--- src/rtl/snake_pkg.sv ---
// Shared parameters and the converter state encoding for the snake game display path.
package snake_pkg;

  localparam int SCORE_WIDTH = 16;
  localparam int BCD_DIGITS  = 4;

  // 10**n evaluated at elaboration time, used to size the clamp value
  function automatic longint unsigned pow10(input int n);
    longint unsigned r;
    r = 1;
    for (int i = 0; i < n; i++) begin
      r = r * 10;
    end
    return r;
  endfunction

  localparam longint unsigned BCD_MAX = pow10(BCD_DIGITS) - 1;

  typedef enum logic [1:0] {
    ST_IDLE  = 2'd0,
    ST_SHIFT = 2'd1,
    ST_DONE  = 2'd2
  } bcd_state_e;

endpackage

--- src/rtl/bcd_digit_adjust.sv ---
// Double-dabble correction for one BCD digit: add 3 when the digit is 5 or more,
// so the following left shift carries correctly into the next decimal digit.
module bcd_digit_adjust (
  input  logic [3:0] i_Digit,
  output logic [3:0] o_Digit
);

  // add-3 correction
  always_comb begin
    o_Digit = i_Digit;
    if (i_Digit >= 4'd5) begin
      o_Digit = i_Digit + 4'd3;
    end
  end

endmodule

--- src/rtl/score_bcd_converter.sv ---
// Iterative binary-to-BCD converter between the game score and the scoreboard.
// One shift per clock, one-deep pending buffer, clamps scores above the
// displayable maximum and reports the clamp on o_Overflow.
//
//   state    | meaning
//   ---------+-----------------------------------------------------------
//   ST_IDLE  | nothing in flight; i_Valid loads the shift register
//   ST_SHIFT | adjust-and-shift, one bit per edge, SCORE_WIDTH edges
//   ST_DONE  | publish result; chain into the next conversion if a source exists
module score_bcd_converter
  import snake_pkg::*;
#(
  parameter int SCORE_WIDTH = snake_pkg::SCORE_WIDTH,
  parameter int DIGITS      = snake_pkg::BCD_DIGITS
) (
  input  logic                   i_Clk,
  input  logic                   i_Rst,
  input  logic [SCORE_WIDTH-1:0] i_Score,
  input  logic                   i_Valid,
  output logic                   o_Ready,
  output logic [4*DIGITS-1:0]    o_Bcd,
  output logic                   o_Done,
  output logic                   o_Overflow
);

  localparam int BCD_W = 4 * DIGITS;
  localparam int SR_W  = BCD_W + SCORE_WIDTH;
  localparam int CNT_W = (SCORE_WIDTH > 1) ? $clog2(SCORE_WIDTH) : 1;

  // Clamp value follows DIGITS; when it cannot be exceeded by the input width the clamp is disabled.
  localparam longint unsigned MAX_VAL = pow10(DIGITS) - 1;
  localparam bit CLAMP_EN = (SCORE_WIDTH < 64) && (MAX_VAL < (64'd1 << SCORE_WIDTH));
  localparam logic [63:0] MAX_VAL_64 = 64'(MAX_VAL);
  localparam logic [SCORE_WIDTH-1:0] MAX_W = MAX_VAL_64[SCORE_WIDTH-1:0];
  localparam logic [CNT_W-1:0] LAST_CNT = CNT_W'(SCORE_WIDTH - 1);

  bcd_state_e state_q, state_d;

  logic [SR_W-1:0]        sr_q, sr_d;
  logic [CNT_W-1:0]       cnt_q, cnt_d;
  logic                   clamp_q, clamp_d;
  logic                   pend_q, pend_d;
  logic [SCORE_WIDTH-1:0] pend_score_q, pend_score_d;
  logic [BCD_W-1:0]       bcd_q, bcd_d;
  logic                   ovf_q, ovf_d;
  logic                   done_q, done_d;

  logic [BCD_W-1:0]       adj_bcd;
  logic [SR_W-1:0]        shifted;
  logic [SCORE_WIDTH-1:0] load_score;
  logic [SCORE_WIDTH-1:0] load_val;
  logic                   load_over;

  genvar g;
  generate
    for (g = 0; g < DIGITS; g++) begin : g_adj
      bcd_digit_adjust u_adj (
        .i_Digit (sr_q[SCORE_WIDTH + 4*g +: 4]),
        .o_Digit (adj_bcd[4*g +: 4])
      );
    end
  endgenerate

  // adjusted BCD field above the untouched binary field, shifted left by one
  always_comb begin
    shifted = {adj_bcd[BCD_W-2:0], sr_q[SCORE_WIDTH-1:0], 1'b0};
  end

  // Load source (fresh request beats the pending entry) and its clamped value
  always_comb begin
    load_score = i_Valid ? i_Score : pend_score_q;
    load_val   = load_score;
    load_over  = 1'b0;
    if (CLAMP_EN && (load_score > MAX_W)) begin
      load_val  = MAX_W;
      load_over = 1'b1;
    end
  end

  // state register
  always_ff @(posedge i_Clk) begin
    if (i_Rst) begin
      state_q <= ST_IDLE;
    end else begin
      state_q <= state_d;
    end
  end

  // next-state logic
  always_comb begin
    state_d = state_q;
    case (state_q)
      ST_IDLE:  if (i_Valid) state_d = ST_SHIFT;
      ST_SHIFT: if (cnt_q == LAST_CNT) state_d = ST_DONE;
      ST_DONE:  state_d = (i_Valid || pend_q) ? ST_SHIFT : ST_IDLE;
      default:  state_d = ST_IDLE;
    endcase
  end

  // FSM outputs
  always_comb begin
    o_Ready    = (state_q == ST_IDLE) && !pend_q;
    o_Bcd      = bcd_q;
    o_Done     = done_q;
    o_Overflow = ovf_q;
  end

  // datapath next values: shift register, counter, pending buffer, published result
  always_comb begin
    sr_d         = sr_q;
    cnt_d        = cnt_q;
    clamp_d      = clamp_q;
    pend_d       = pend_q;
    pend_score_d = pend_score_q;
    bcd_d        = bcd_q;
    ovf_d        = ovf_q;
    done_d       = 1'b0;
    case (state_q)
      ST_IDLE: begin
        if (i_Valid) begin
          sr_d    = {{BCD_W{1'b0}}, load_val};
          clamp_d = load_over;
          cnt_d   = '0;
        end
      end
      ST_SHIFT: begin
        sr_d  = shifted;
        cnt_d = cnt_q + CNT_W'(1);
        if (i_Valid) begin
          pend_d       = 1'b1;
          pend_score_d = i_Score;
        end
      end
      ST_DONE: begin
        bcd_d  = sr_q[SR_W-1 -: BCD_W];
        ovf_d  = clamp_q;
        done_d = 1'b1;
        pend_d = 1'b0;
        cnt_d  = '0;
        if (i_Valid || pend_q) begin
          sr_d    = {{BCD_W{1'b0}}, load_val};
          clamp_d = load_over;
        end
      end
      default: begin
        cnt_d = '0;
      end
    endcase
  end

  // datapath registers; reset discards any conversion in flight
  always_ff @(posedge i_Clk) begin
    if (i_Rst) begin
      sr_q         <= '0;
      cnt_q        <= '0;
      clamp_q      <= 1'b0;
      pend_q       <= 1'b0;
      pend_score_q <= '0;
      bcd_q        <= '0;
      ovf_q        <= 1'b0;
      done_q       <= 1'b0;
    end else begin
      sr_q         <= sr_d;
      cnt_q        <= cnt_d;
      clamp_q      <= clamp_d;
      pend_q       <= pend_d;
      pend_score_q <= pend_score_d;
      bcd_q        <= bcd_d;
      ovf_q        <= ovf_d;
      done_q       <= done_d;
    end
  end

endmodule

--- config.mk ---
export PLATFORM = sky130hd
export DESIGN_NAME = score_bcd_converter
export DESIGN_NICKNAME = d
export VERILOG_FILES = /design/src/rtl/snake_pkg.sv /design/src/rtl/bcd_digit_adjust.sv /design/src/rtl/score_bcd_converter.sv
export SDC_FILE = /design/constraint.sdc
export NUM_CORES = 1
export LEC_CHECK = 0
export CAP_MARGIN = 30
export CORE_MARGIN = 2
export CORE_UTILIZATION = 52
export DETAILED_ROUTE_END_ITERATION = 10
export GPL_ROUTABILITY_DRIVEN = 0
export PLACE_DENSITY = 0.75
export REMOVE_ABC_BUFFERS = 1
export SETUP_SLACK_MARGIN = 0.3
export SYNTH_ARGS = -nofsm -noshare
export SYNTH_HDL_FRONTEND = slang
export SYNTH_SLANG_ARGS = --single-unit
--- constraint.sdc ---
create_clock -name i_Clk -period 1.8 [get_ports i_Clk]
set_clock_uncertainty 0.05 [all_clocks]
set_input_delay 0.18 -clock i_Clk [delete_from_list [all_inputs] [get_ports i_Clk]]
set_output_delay 0.18 -clock i_Clk [all_outputs]
set_load 0.005 [all_outputs]
[Word-level counts from Yosys, hierarchy flattened]
Cells that the tools add are included.
Storage, ports and cells
  register bits: 74
  input bits: 19
  output and inout bits: 19
  logic and storage cells: 59
Cells by class
  $add $sub $neg: 5
  magnitude comparators: 5
  eq/ne operators: 7
  mux-type cells: 22
  reductions and logical operators: 11
Operators by type and width (number)
  32-bit one-hot mux with 3 select lines: 1
  32-bit two-way mux: 2
  16-bit two-way mux: 2
  4-bit by 3-bit greater-or-equal comparator with 1-bit output, second input constant: 4
  16-bit by 14-bit greater-than comparator with 1-bit output, second input constant: 1
  4-bit two-way mux: 4
  4-bit by 2-bit adder with 4-bit output, second input constant: 3
  2-bit inequality test, second input constant: 4
  4-bit one-hot mux with 2 select lines: 1
  1-bit two-way mux: 6
  2-bit one-hot mux with 3 select lines: 1
  3-bit AND reduction: 2
  4-bit by 1-bit adder with 4-bit output, second input constant: 1
  4-bit equality test, second input constant: 1
  2-bit two-way mux: 2
  1-bit one-hot mux with 2 select lines: 2
  2-bit AND reduction: 2
  2-bit nonzero test: 2
  3-bit by 2-bit adder with 3-bit output, second input constant: 1
  3-bit two-way mux: 1
  3-bit nonzero test: 1
  2-bit by 1-bit equality test with 1-bit output, second input constant: 1
  2-bit equality test, second input constant: 1
  2-bit logical NOT: 1
  other kinds (3): 3

[Logic depth before layout (Yosys ltp)]
  depth after elaboration: 5
  mapped depth: 7
  depth with buffers taken out: 7

[Hierarchy]
Synthesis repeated with hierarchy kept, for this count alone.
Second synthesis, totals
  cell total of the unflattened synthesis: 438
  area, all modules: 3503.4 um^2
Modules (own cells, without submodules)
  score_bcd_converter: instances 1, cells an instance 374, area an instance 3098.0 um^2, seq. area each 1481.4 um^2
  bcd_digit_adjust: instances 4, cells an instance 16, area an instance 101.3 um^2, seq. area each 0.0 um^2

[Least setup slack after synthesis]
OpenSTA, ideal clock, no wires.
  path kind: register to register
  start point: reg pend_score_q[5]
  end point: reg sr_q[1]
  setup time: 0.135 ns
  arrival time: 1.396 ns
  required time: 1.615 ns
  path slack: 0.219 ns
  stages on the path, launching flop included: 6
  buffers on the path: 0
  clock period less this slack: 1.581 ns
  cells stage by stage: dfxtp_1 or4_1 o2bb2ai_1 o211ai_2 nor2_4 a2111oi_2
On the way
  word-level cells in the longest chain between the ends: 5
  elaborated cells on any way between the ends: 6
  those cells by class: 1 x order compare; 5 x mux
Ends and longest elaborated chain
  start, declared: line score_bcd_converter.sv:43  | logic [SCORE_WIDTH-1:0] pend_score_q, pend_score_d;
  start signal, assigned: line score_bcd_converter.sv:167  | pend_score_q <= pend_score_d;
  16-bit two-way mux (*)
  16-bit by 14-bit greater-than comparator with 1-bit output (*): line score_bcd_converter.sv:74  | if (CLAMP_EN && (load_score > MAX_W)) begin
  16-bit two-way mux (*): line score_bcd_converter.sv:74
  32-bit two-way mux (on tied branches): line score_bcd_converter.sv:140, score_bcd_converter.sv:120
  32-bit one-hot mux with 3 select lines (*): line score_bcd_converter.sv:118  | case (state_q)
  end signal, assigned: line score_bcd_converter.sv:163  | sr_q <= sr_d;
  end, declared: line score_bcd_converter.sv:39  | logic [SR_W-1:0] sr_q, sr_d;
Every way passes the cells marked *; elsewhere a longest branch is shown, timed or not. The select of a mux whose other input is x is not followed.
A chain may end at the register's enable or synchronous reset.

[Final worst setup path]
  start point: reg pend_score_q[6]
  end point: reg sr_q[2]
Same word-level chain as after synthesis.

==> impl_results.md <==
- Status: finished, final reports clean
- Worst EP arrival: approximately 1.8 ns
- Period minus WS final: around 1.7 ns
- Routed met3 length: 299 microns
- Die width: 83.7 microns
- Final Total Pwr: roughly 3.5 mW
- Vias per inst: around 5.5
- Final Cell Area: 4360 sq um
- Reg2Reg Setup Slack: about 0.13 ns
- Hold slack: slightly below 0.3 ns
- Standard-cell rows: 29
- Fillers: around 500
- Yosys reg bits: 74
- Slew HR: 49.6%
- R2r startpoint: pend_score_q[6]$_SDFFE_PP0P_
- Unrepaired setup endpoints after global routing: yes
- PortBufs: 37
- Share of layout cells above drive strength 1: a little under a quarter
- Mapped Area: 3300 sq um
- Slowest cell on crit path: or4_4
- Initial antenna violation count: 0
- WS Path Type: reg2reg
- Number of diodes: 0
- Max cap viols: 0
- Final Cycle Share: between 90% and 100%
- Synth cell types: 42
- Vias in the first global route: 2,775
- Syn avg cell area: approximately 8.4 sq um
- Crit path launch type: register
- Dpl cell area: between 3000 and 4000 sq um
- Vias: about 2,900
- Die footprint: between 7000 and 8000 sq um
- Fin. max-slew vios: 0
- Synth async-reset ratio: 0%
- Post-route met1 wirelength: between 3000 and 4000 microns
- I/O pin count: 38
- Final wirelength: around 7500 microns
- Setup violators final: 0
- Most common flop cell mapped by yosys: dfxtp_1
- Internal power: approximately 2.5 mW
- CTS sink cnt: 74
- Hold Path Sink: pend_score_q[6]$_SDFFE_PP0P_
- Area growth syn-to-layout: 32.1%
- First-pass GRT wire length: between 10,000 and 15,000 microns
- GR Overflow Total: 0
- Die Y: around 84 microns
- Fmax achieved: between 500 and 600 MHz
- Clk_lat worst skew: 0.36 ns
- Reg clk slew, reported paths: ~0.080 ns
- NumNets Final: 480
- Top Layer Used: met4
- H-tree levels: 3
- DR DRC count: 0
- Seq/Total Area, Yosys: between 40 and 50%
- Hold path cells: 4
- Routed len/inst: approximately 14 microns
- Gate power share: a little over an eighth
- CP Capture Type: register
- CP cell instances: or4_4 -> o2bb2ai_4 -> o211ai_4 -> nor2_4 -> a2111oi_2
- CTS Buffer Depth: 2
- Initial Utilization: 52.9%
- Largest net degree at the start of global routing: 38
- CP required: between 1.5 and 2 ns
- Number of synthesized flops with an enable pin: 0
- Worst vdd ir: ~510 uV
- Synth Instances: roughly 390
- Met2 Routed Length: between 3000 and 4000 microns
- CP peak stage delay: 0.52 ns
- Leakage power: about 1.6 nW
- Total Routing Usage GR: 22.2%
- P_sw: roughly 930 uW
- Pwr dens: about 800 nW/um^2
- Worst min path class: in2reg
- DRT iter0 DRCs: approximately 140
- FF-to-FF path depth: 5
- Sw frac: a little over a quarter
- Critical hold path startpoint: i_Score[6]
- Final hold vios: 0
- Number of routed nets with antenna violations: 0
- Reg2Reg Capture Point: sr_q[2]$_SDFFE_PP0P_
- Ys Warns: 0
- Sequential share of power: around half
- CTS tree: yes
- Clock power share: 37.0%
- Actual slew at the worst max-slew pin: approximately 0.76 ns
- Core area: about 6200 sq um
- HPWL after DPL: 4970 microns
- Num CTS Buffers: 9
- Clock root cell: clkbuf_8
- First drt pass iteration count: 4
- Crit path max fanout: 5
## through the flow
step | instances | setup WS, ns | TNS (ns) | util (%)
3_5_place_dp | 511 | -0.392 | -8.68 | 62.2
2_1_floorplan | 366 | -0.934 | -32.07 | -
3_3_place_gp | 511 | -0.284 | -6.72 | 62.2
4_1_cts | 534 | 0.138 | 0 | 67.9
5_1_grt | 534 | 0.0620 | 0 | 69.9
6_report | 534 | 0.128 | 0 | 69.9
## layer usage
layer	up-vias	GRT usage (%)
met5	-	0
met4	0	8.50
met3	12	5.64
met2	68	38.1
met1	1366	26.6
li1	1486	-
## how the worst max path moves through the flow
stage	start	end
finish	pend_score_q[6]$_SDFFE_PP0P_	sr_q[2]$_SDFFE_PP0P_
global route	pend_score_q[6]$_SDFFE_PP0P_	sr_q[2]$_SDFFE_PP0P_
CTS	pend_score_q[6]$_SDFFE_PP0P_	sr_q[2]$_SDFFE_PP0P_
detailed placement	i_Valid	sr_q[8]$_SDFFE_PP0P_
global placement	i_Valid	sr_q[2]$_SDFFE_PP0P_
floorplan	state_q[0]$_SDFFE_PP0P_	sr_q[0]$_SDFFE_PP0P_
## placed cells by master, fill, tap and decap left out, types with 4 or more instances in the layout
cell type / count
dfxtp_2: 9
nand3_1: 7
xnor2_1: 6
inv_1: 5
a211oi_1: 4
o21ai_0: 8
dfxtp_4: 4
ha_1: 6
nor3_1: 9
mux2i_1: 16
nand2_1: 68
and3_1: 6
dfxtp_1: 61
a21oi_1: 47
dlygate4sd2_1: 4
o2bb2ai_1: 6
buf_6: 4
clkdlybuf4s50_1: 30
a22oi_1: 7
nand2b_1: 4
clkbuf_8: 9
buf_4: 32
nor2_1: 41
## registers in the layout (all words and copies together) (netlist names)
name          cells
pend_score_q     16
pend_q            1
sr_q             32
o_Overflow        1
state_q           2
clamp_q           1
cnt_q             4
o_Bcd            16
o_Done            1
## what timing repair did
| item | in CTS | in global routing |
|---|---|---|
| resized for setup | 31 | 36 |
| hold buffers | 0 | 0 |
| gates cloned | 1 | 0 |
| setup endpoints to repair | 46 | 64 |
| buffers inserted | 6 | 0 |
| pin swaps | 14 | 13 |
## power by group through the flow
stage,clock (mW),sequential (mW),combinational [mW]
3_5_place_dp,0,1.76,0.388
5_1_grt,1.39,1.73,0.502
3_3_place_gp,0,1.76,0.378
6_report,1.28,1.73,0.461
2_1_floorplan,0,1.76,0.183
4_1_cts,1.31,1.73,0.439
## area by class of cell
type | instances | area, sq um | area share, %
Multi-Input combinational cell | 285 | 1870 | 42.9
Tap cell | 77 | 96.3 | 2.21
Timing Repair Buffer | 74 | 661 | 15.2
Sequential cell | 74 | 1510 | 34.6
Clock inverter | 7 | 70.1 | 1.61
Clock buffer | 9 | 124 | 2.84
Inverter | 8 | 30.0 | 0.689
## cell families after synthesis
group / share of synthesized area (%)
and+or+nand+nor: 20.3
AOI/OAI and AO/OA: 19.6
DFF: 44.9
buffers and inverters: 4.74
muxes: 5.16
adders and majority gates: 3.41
xor gates and xnor gates: 1.86
## synthesized netlist by cell type, types with 2 or more instances
cell / instances / area [sq um]
o2bb2ai_1: 7 / 61.3
a2111oi_1: 4 / 40.0
o211ai_1: 3 / 22.5
nand3_1: 7 / 35.0
nor3_1: 10 / 50.1
buf_1: 7 / 26.3
a22oi_1: 8 / 60.1
ha_1: 9 / 113
nand2_1: 68 / 255
a21oi_1: 49 / 245
a211oi_1: 4 / 30.0
clkbuf_1: 11 / 41.3
nand2b_1: 6 / 37.5
nor2_1: 42 / 158
inv_1: 8 / 30.0
nor4_1: 2 / 12.5
a21o_1: 4 / 30.0
a32oi_1: 3 / 26.3
buf_2: 8 / 40.0
xnor2_1: 7 / 61.3
mux2i_1: 17 / 170
dfxtp_1: 74 / 1480
nor2b_1: 2 / 12.5
and3_1: 7 / 43.8
o21ai_0: 8 / 40.0
a2111oi_2: 3 / 45.0
## worst max-delay path: cells and delay by family, from the launching register on
kind	cells	cell delay, ns
AND/OR/NAND/NOR	2	0.77
AO/OA/AOI/OAI	3	0.39
flip-flops	1	0.33
No activity file was read; power rests on OpenSTA's default activity.
